**config.mk**
```make
export PLATFORM = sky130hd
export DESIGN_NAME = mult_share_arb
export DESIGN_NICKNAME = d
export VERILOG_FILES = /design/src/rtl/mult_share_pkg.sv /design/src/rtl/booth_mult.sv /design/src/rtl/rr_arbiter.sv /design/src/rtl/mult_share_arb.sv
export SDC_FILE = /design/constraint.sdc
export NUM_CORES = 1
export LEC_CHECK = 0
export ABC_AREA = 1
export CORE_MARGIN = 2
export CORE_UTILIZATION = 55
export CTS_CLUSTER_SIZE = 10
export DETAILED_ROUTE_END_ITERATION = 16
export PLACE_DENSITY_LB_ADDON = 0.05
export RECOVER_POWER = 50
export SKIP_LAST_GASP = 1
export SLEW_MARGIN = 10
export SYNTH_ARGS = -nofsm -noshare
export SYNTH_HDL_FRONTEND = slang
export SYNTH_SLANG_ARGS = --single-unit
```
**constraint.sdc**
```tcl
create_clock -name clk -period 6.6 [get_ports clk]
set_input_delay 1.65 -clock clk [delete_from_list [all_inputs] [get_ports clk]]
set_output_delay 1.65 -clock clk [all_outputs]
set_load 0.03 [all_outputs]
```
**src/rtl/mult_share_pkg.sv**
```systemverilog
// rtl/mult_share_pkg.sv - shared defaults, round-robin pick and response record for mult_share_arb
package mult_share_pkg;

  localparam int NREQ_DEF = 4;
  localparam int W_DEF    = 4;
  localparam int IDW_DEF  = $clog2(NREQ_DEF);
  localparam int NREQ_MAX = 8;

  // Response record as seen by the downstream consumer
  typedef struct packed {
    logic [IDW_DEF-1:0]   id;
    logic [2*W_DEF-1:0]   product;
  } rsp_t;

  // One-hot grant of the first set bit of valid at or above ptr, wrapping within n
  function automatic logic [NREQ_MAX-1:0] rr_pick(
    input logic [NREQ_MAX-1:0] valid,
    input logic [2:0]          ptr,
    input int                  n
  );
    logic [NREQ_MAX-1:0] grant;
    logic                found;
    int                  idx;
    logic [2:0]          sel;
    grant = '0;
    found = 1'b0;
    for (int k = 0; k < NREQ_MAX; k++) begin
      if (k < n) begin
        idx = int'(ptr) + k;
        if (idx >= n) idx = idx - n;
        sel = 3'(idx);
        if (!found && valid[sel]) begin
          grant[sel] = 1'b1;
          found      = 1'b1;
        end
      end
    end
    return grant;
  endfunction

endpackage

```
**src/rtl/booth_mult.sv**
```systemverilog
// rtl/booth_mult.sv - stateless signed radix-2 Booth multiplier core
module booth_mult #(
  parameter int W = 4
) (
  input  logic [W-1:0]   multiplicand,
  input  logic [W-1:0]   multiplier,
  output logic [2*W-1:0] product
);

  logic [2*W-1:0] a_ext;
  logic [2*W-1:0] acc;
  logic           prev;

  // Recode each multiplier bit pair into add, subtract or skip of the shifted multiplicand
  always_comb begin
    a_ext = {{W{multiplicand[W-1]}}, multiplicand};
    acc   = '0;
    prev  = 1'b0;
    for (int i = 0; i < W; i++) begin
      case ({multiplier[i], prev})
        2'b10:   acc = acc - (a_ext << i);
        2'b01:   acc = acc + (a_ext << i);
        default: acc = acc;
      endcase
      prev = multiplier[i];
    end
    product = acc;
  end

endmodule

```
**src/rtl/rr_arbiter.sv**
```systemverilog
// rtl/rr_arbiter.sv - NREQ-way round-robin pick with its rotating priority pointer
module rr_arbiter
  import mult_share_pkg::*;
#(
  parameter int NREQ = NREQ_DEF,
  parameter int IDW  = $clog2(NREQ)
) (
  input  logic            clk,
  input  logic            rst,
  input  logic [NREQ-1:0] req,
  input  logic            adv,
  output logic [NREQ-1:0] grant,
  output logic [IDW-1:0]  idx
);

  logic [IDW-1:0]      ptr;
  logic [IDW-1:0]      ptr_nxt;
  logic [NREQ_MAX-1:0] req_ext;
  logic [2:0]          ptr_ext;

  // Widen request and pointer to the package function's fixed width, then pick
  always_comb begin
    req_ext             = '0;
    req_ext[NREQ-1:0]   = req;
    ptr_ext             = '0;
    ptr_ext[IDW-1:0]    = ptr;
    grant               = NREQ'(rr_pick(req_ext, ptr_ext, NREQ));
    idx                 = '0;
    for (int i = 0; i < NREQ; i++) begin
      if (grant[i]) idx = IDW'(i);
    end
  end

  assign ptr_nxt = (idx == IDW'(NREQ - 1)) ? '0 : idx + IDW'(1);

  // Pointer moves just past the winner only when a grant is actually taken
  always_ff @(posedge clk or posedge rst) begin
    if (rst) begin
      ptr <= '0;
    end else if (adv && (|grant)) begin
      ptr <= ptr_nxt;
    end
  end

endmodule

```
**src/rtl/mult_share_arb.sv**
```systemverilog
// rtl/mult_share_arb.sv - round-robin shared multiplier with issue and result registers
module mult_share_arb
  import mult_share_pkg::*;
#(
  parameter int NREQ = NREQ_DEF,
  parameter int W    = W_DEF,
  parameter int IDW  = $clog2(NREQ)
) (
  input  logic              clk,
  input  logic              rst,
  input  logic [NREQ-1:0]   req_valid,
  output logic [NREQ-1:0]   req_ready,
  input  logic [NREQ*W-1:0] req_a,
  input  logic [NREQ*W-1:0] req_b,
  output logic              rsp_valid,
  input  logic              rsp_ready,
  output logic [IDW-1:0]    rsp_id,
  output logic [2*W-1:0]    rsp_product
);

  logic            s1_v;
  logic [W-1:0]    s1_a;
  logic [W-1:0]    s1_b;
  logic [IDW-1:0]  s1_id;
  logic            s2_v;
  logic [2*W-1:0]  s2_prod;
  logic [IDW-1:0]  s2_id;

  logic            s2_load;
  logic            s1_free;
  logic            accept;
  logic [NREQ-1:0] grant;
  logic [IDW-1:0]  gidx;
  logic [W-1:0]    sel_a;
  logic [W-1:0]    sel_b;
  logic [2*W-1:0]  core_prod;

  assign s2_load = s1_v & (~s2_v | rsp_ready);
  assign s1_free = ~s1_v | s2_load;

  // Requesters see no ready while reset is held, even though S1 reads as free
  assign req_ready = grant & {NREQ{s1_free & ~rst}};
  assign accept    = s1_free & (|grant);

  rr_arbiter #(
    .NREQ (NREQ),
    .IDW  (IDW)
  ) u_arb (
    .clk   (clk),
    .rst   (rst),
    .req   (req_valid),
    .adv   (s1_free),
    .grant (grant),
    .idx   (gidx)
  );

  // Operand mux driven by the one-hot grant
  always_comb begin
    sel_a = '0;
    sel_b = '0;
    for (int i = 0; i < NREQ; i++) begin
      if (grant[i]) begin
        sel_a = req_a[i*W +: W];
        sel_b = req_b[i*W +: W];
      end
    end
  end

  booth_mult #(
    .W (W)
  ) u_core (
    .multiplicand (s1_a),
    .multiplier   (s1_b),
    .product      (core_prod)
  );

  // Issue register: load on accept, empty when its item moves to S2 with nothing behind it
  always_ff @(posedge clk or posedge rst) begin
    if (rst) begin
      s1_v  <= 1'b0;
      s1_a  <= '0;
      s1_b  <= '0;
      s1_id <= '0;
    end else if (accept) begin
      s1_v  <= 1'b1;
      s1_a  <= sel_a;
      s1_b  <= sel_b;
      s1_id <= gidx;
    end else if (s2_load) begin
      s1_v  <= 1'b0;
    end
  end

  // Result register: capture the core output, hold it until the consumer takes it
  always_ff @(posedge clk or posedge rst) begin
    if (rst) begin
      s2_v    <= 1'b0;
      s2_prod <= '0;
      s2_id   <= '0;
    end else if (s2_load) begin
      s2_v    <= 1'b1;
      s2_prod <= core_prod;
      s2_id   <= s1_id;
    end else if (rsp_ready) begin
      s2_v    <= 1'b0;
    end
  end

  assign rsp_valid   = s2_v;
  assign rsp_product = s2_prod;
  assign rsp_id      = s2_id;

endmodule

```
==> results of run 1 <==
-- critical path, stage by stage --
cell and delay, ns:
clkdlybuf4s50_1 0.51, inv_1 0.05, nand2_1 0.05, nand3_1 0.08, nand2_1 0.07, inv_1 0.04
nor2_2 0.17, nand3_1 0.12, nand3_2 0.22, inv_2 0.13, nor2_1 0.12, clkdlybuf4s50_1 0.68
-- logic make-up (layout without fill, tap and decap cells) --
kind of cell / count (synthesis) / count (layout) / share of synthesized area, %
flip-flops: 24 / 24 / 22.1
AND/OR/NAND/NOR: 238 / 238 / 37.3
XOR/XNOR: 11 / 11 / 3.54
adder cells (fa/ha/maj): 27 / 27 / 13.2
buffers and inverters: 74 / 125 / 11.2
AO/OA/AOI/OAI: 63 / 63 / 12.6
-- stage by stage --
| step | instance area (sq um) | std cells | hold WS (ns) | setup slack [ns] |
|---|---|---|---|---|
| 2_1_floorplan | 2720 | 437 | 0.442 | 2.04 |
| 3_3_place_gp | 3290 | 551 | 0.456 | 1.11 |
| 3_5_place_dp | 3290 | 551 | 0.464 | 1.07 |
| 4_1_cts | 3360 | 555 | 0.486 | 1.06 |
| 5_1_grt | 3360 | 555 | 0.502 | 0.869 |
| 6_report | 3360 | 555 | 0.476 | 1.07 |
-- area by class of cell --
class                      instances  share of cell area, %
multi-input combinational        339                   54.0
tap                               67                   2.50
inverter                          67                   7.53
clock inverter                     1                  0.895
sequential                        24                   17.9
clock buffer                       3                   1.23
timing repair buffer              54                   15.9
-- layer usage --
metal | vias up | track usage (%) | share of wire (%) | routed length [um]
li1 | 1496 | - | - | -
met1 | 1275 | 34.6 | 46 | 3040
met2 | 86 | 44.0 | 48 | 3190
met3 | 7 | 2.30 | 4.9 | 329
met4 | 0 | 6.15 | 1.4 | 91
met5 | - | 0 | 0 | 0
-- worst paths after layout --
path / start / to / cells after the start
min in group asynchronous: rst / rsp_product[3]$_DFFE_PP0P_ / 2
max: req_valid[2] / req_ready[3] / 12
min: rsp_product[4]$_DFFE_PP0P_ / rsp_product[4]$_DFFE_PP0P_ / 2
max reg2reg: s1_a[0]$_DFFE_PP0P_ / rsp_product[7]$_DFFE_PP0P_ / 25
min reg2reg: rsp_product[4]$_DFFE_PP0P_ / rsp_product[4]$_DFFE_PP0P_ / 2
max in group asynchronous: rst / s1_b[2]$_DFFE_PP0P_ / 3
-- state kept, by name, summed over array words and instances, names as in the netlist --
name	count
u_arb.ptr	2
rsp_product	8
s1_a	4
rsp_id	2
s1_v	1
s1_b	4
rsp_valid	1
s1_id	2
-- cells in the final DEF (no fill, tap or decap), drive strengths merged --
cell type,synthesis,final
fa,3,3
xnor2,4,4
ha,24,24
o31ai,1,1
inv,65,65
clkinv,2,2
clkbuf,2,4
nand2,141,141
dlygate4sd3,0,7
o21a,1,1
or2,1,1
bufinv,0,1
dfrtp,24,24
o21bai,1,1
nor2,43,43
a31oi,3,3
a21boi,2,2
nand3,53,53
o21ai,29,29
a21oi,26,26
xor2,7,7
clkdlybuf4s50,0,46
==> run summary, run 1 <==
status = finished, final reports clean
Fill cells = 454
htree depth = 1
Critical Path Source Type = primary input
Syn Area/Cell = 6.22 sq um
Antenna Violating Nets Remaining = 0
Least-Margin Pin Slew = 0.607 ns
Post-synth top cells = nand2_1 (135), inv_1 (62), nand3_1 (49)
Reg area = 601 sq um
GR Overflow Total = 0
clock latency on the worst-skew pair = 0.27 ns
worst min path class = reg2reg
FFs w/ async S/R, synth = 100%
IO Port Bufs = 53
initial antenna violation count = 0
Yosys reg bits = 24
synth top area cells = dfrtp_1 (22%), nand2_1 (19%), ha_1 (11%)
core area = 4750 sq um
synth warn = 0
CTS Root Cell = clkbuf_8
Fin. Hold Viols = 0
multi-input logic area = 1810 sq um
synthesis-to-finish area growth = 23.4%
Mapped Cells = 437
Slew Limit Fails = 0
Unique masters post-synth = 31
largest net degree at the start of global routing = 21
RSZ-0062 raised after global routing = false
Yosys top cell area share = 22.1%
Setup Viol. Count Final = 0
ant diodes = 0
routed vias = 2864
EDFF count, synth = 0
Die H = 74.3 um
Worst R2R Setup Slack = 1.43 ns
share of cells above drive strength 1 = 5.33%
DR pass1 iterations = 6
vias in the first global route = 2575
critical path capture point type = primary output
post-DR wirelength/cell = 12.0 um
fmax = 181 MHz
TritonCTS clock tree = built
Initial Utilization = 57.2%
prevailing post-synth register cell = dfrtp_1
Final Util = 70.6%
Clock Skew = 0.00520 ns
clock sink count = 24
crit path DAT = 3.88 ns
total CTS buffers = 3
Net Count, Synth = 503
post-route setup TNS = 0 ns
Worst-path clk slew = 0.08 ns
count leader, synth = nand2_1
hold_buf cts = 0
Die W = 74.3 um
fin nets = 555
Clock Path Buffers = 2
worst-path maximum fanout = 11
WS Path Type = in2out
normalized max-slew margin = 59.5%
Starting DRT DRC Count = 186
CTS-repair resized insts = 0
post-DR vias/cell = 5.16
setup bufs post-CTS = 0
synthesized area = 2720 sq um
max-cap violation count = 0
first-pass GRT wire length = 11.1 mm
post-synthesis sequential area ratio = 22.1%
Final period util = 83.9%
I/O Pins = 54
min cycle time layout = 5.53 ns
DPL Wire Length = 5.30 mm
final WL = 6.66 mm
# rows = 25
Die Area = 5520 sq um
Yosys top cell by area = dfrtp_1
GRT Resource Usage Total = 25.5%
CP Data Required Time = 4.95 ns
drt drc = 0
RD Place Congestion = 0.877
Power of run 1 is left out: the tool's default activity adds up to more than one toggle a clock period on the data nets, which glitch-free logic cannot reach.
==> inputs of run 2 (changes only) <==
--- a/config.mk
+++ b/config.mk
@@ -7,7 +7,7 @@
 export LEC_CHECK = 0
 export ABC_AREA = 1
 export CORE_MARGIN = 2
-export CORE_UTILIZATION = 55
+export CORE_UTILIZATION = 53
 export CTS_CLUSTER_SIZE = 10
 export DETAILED_ROUTE_END_ITERATION = 16
 export PLACE_DENSITY_LB_ADDON = 0.05
==> constraint.sdc (replaced) <==
create_clock -name clk -period 5.61 [get_ports clk]
set_input_delay 1.4025 -clock clk [delete_from_list [all_inputs] [get_ports clk]]
set_output_delay 1.4025 -clock clk [all_outputs]
set_load 0.03 [all_outputs]
==> run 2 against run 1 <==
Cell area decreased by 0.34%; wire length decreased by 2.9%; non-clock buffer count increased by 2; core utilization decreased by 4.3 points; critical path type is now reg2reg; largest cell class unchanged.
==> run summary, run 2 (synthesis gave the netlist of run 1 again) <==
Critical Path Source Type = flop
routed vias = 2824 (-1.4%)
post-DR wirelength/cell = 11.6 um (-3.6%)
Antenna Violating Nets Remaining = 0 (unchanged)
max reg flops = 8 (unchanged)
min cycle time layout = 5.06 ns
WS Path Type = reg2reg
Starting DRT DRC Count = 141 (-24%)
Die W = 75.6 um (+1.8%)
GRT Resource Usage Total = 23.7% (-1.8 points)
post-route setup TNS = 0 ns (unchanged)
Fin. Hold Viols = 0 (unchanged)
max-cap violation count = 0 (unchanged)
Clock Skew = 0.00629 ns (+0.00109 ns)
worst-path maximum fanout = 5 (-6)
post-DR vias/cell = 5.05 (-2.1%)
max incr delay on CP = 0.49 ns (-0.19 ns)
Clock Path Buffers = 2 (unchanged)
Worst-path clk slew = 0.08 ns (about the same)
CP Data Required Time = 5.77 ns (+0.82 ns)
DPL Wire Length = 5.28 mm (-0.38%)
worst path cell trace = inv_1 -> ha_1 -> inv_1 -> o21ai_0 -> inv_1 -> fa_1 -> o21ai_0 -> ha_1 -> inv_1 -> fa_1 -> o21ai_0 -> ha_1 -> inv_1 -> fa_1 -> nor2_1 -> nor2_1 -> nor2_1 -> nor2_1 -> a21oi_1 -> o21ai_0 -> xnor2_1 -> nand3_1 -> nand3_1 -> nand2_1
commonest cells after routing, fill and taps aside = nand2_1 (135), inv_1 (62), nand3_1 (49), clkdlybuf4s50_1 (46), nor2_1 (38)
Final period util = 90.1%
Setup Viol. Count Final = 0 (unchanged)
Hold Slack = 0.473 ns (-0.00327 ns)
first-pass GRT wire length = 10.6 mm (-4.8%)
synthesis-to-finish area growth = 23.0%
slowest CP cell = dfrtp_1
CTS-repair resized insts = 0 (unchanged)
RD Place Congestion = 0.914 (+4.2%)
GR Overflow Total = 0 (unchanged)
Fill cells = 489 (+7.7%)
Die Area = 5720 sq um (+3.6%)
# rows = 26 (+4.0%)
CP dominant cell by count = inv_1
largest net degree at the start of global routing = 25 (+19%)
share of cells above drive strength 1 = 5.52% (+0.19 points)
DR pass1 iterations = 5 (-1)
IO Port Bufs = 53 (unchanged)
hold_buf cts = 0 (unchanged)
Die H = 75.6 um (+1.8%)
I/O Pins = 54 (unchanged)
Slew Limit Fails = 0 (unchanged)
CTS Root Cell = clkbuf_8
fmax = 198 MHz
Initial Utilization = 53.9% (-3.3 points)
ant diodes = 0 (unchanged)
fin nets = 557 (+0.36%)
final WL = 6.46 mm (-2.9%)
Least-Margin Pin Slew = 1.25 ns (+0.648 ns)
worst min path class = reg2reg
vias in the first global route = 2512 (-2.4%)
most common cell after layout, fill and taps aside = nand2_1
core area = 5040 sq um (+6.1%)
status = finished, final reports clean
total CTS buffers = 3 (unchanged)
clock latency on the worst-skew pair = 0.27 ns (about the same)
htree depth = 1 (unchanged)
normalized max-slew margin = 16.4% (-43 points)
drt drc = 0 (unchanged)
initial antenna violation count = 0 (unchanged)
RSZ-0062 raised after global routing = false
TritonCTS clock tree = built
clock sink count = 24 (unchanged)
setup bufs post-CTS = 0 (unchanged)
critical path capture point type = flop
crit path DAT = 5.22 ns (+1.34 ns)
==> run 2: final timing paths <==
kind | cells past startpoint | from | endpoint | slack, ns
max in group asynchronous | 3 | rst | s1_a[2]$_DFFE_PP0P_ | 2.76
hold / removal | 2 | s1_id[1]$_DFFE_PP0P_ | rsp_id[1]$_DFFE_PP0P_ | 0.47
setup reg to reg | 24 | s1_a[0]$_DFFE_PP0P_ | rsp_product[7]$_DFFE_PP0P_ | 0.55
hold reg to reg | 2 | s1_id[1]$_DFFE_PP0P_ | rsp_id[1]$_DFFE_PP0P_ | 0.47
min in group asynchronous | 3 | rst | rsp_valid$_DFFE_PP0P_ | 2.11
setup / recovery | 24 | s1_a[0]$_DFFE_PP0P_ | rsp_product[7]$_DFFE_PP0P_ | 0.55
==> run 2: layer usage <==
| metal | vias up | wire length [um] | GRT usage, % |
|---|---|---|---|
| li1 | 1491 | - | - |
| met1 | 1250 | 3050 | 30.7 |
| met2 | 74 | 3070 | 41.6 |
| met3 | 9 | 260 | 3.17 |
| met4 | 0 | 86 | 5.65 |
| met5 | - | 0 | 0 |
==> run 2: area by class of cell <==
cell class	count	area (sq um)	share of cell area, %
multi-input cells	339	1810	54.2
inverters	67	253	7.55
clock buffers	3	41.3	1.23
repair buffers	56	549	16.4
flip-flops and latches	24	601	18.0
well taps	70	87.6	2.62
==> run 2: stage by stage <==
stage	setup WS [ns]	utilization, %	area, sq um	std cells
final	0.553	66.4	3350	559
after global routing	0.125	66.4	3350	559
after CTS	0.569	66.4	3350	559
after detailed placement	0.602	65.6	3310	556
after global placement	0.616	65.6	3310	556
after floorplan	1.33	-	2720	437
==> run 2: worst max-delay path: cells and delay by family (launching register included) <==
kind	cells	cell delay, ns
AOI/OAI and AO/OA	5	1.12
xor gates and xnor gates	1	0.19
adders and majority gates	6	2.14
buffers and inverters	5	0.45
DFF	1	0.49
and+or+nand+nor	7	0.57
Power of run 2 is left out for the same reason.
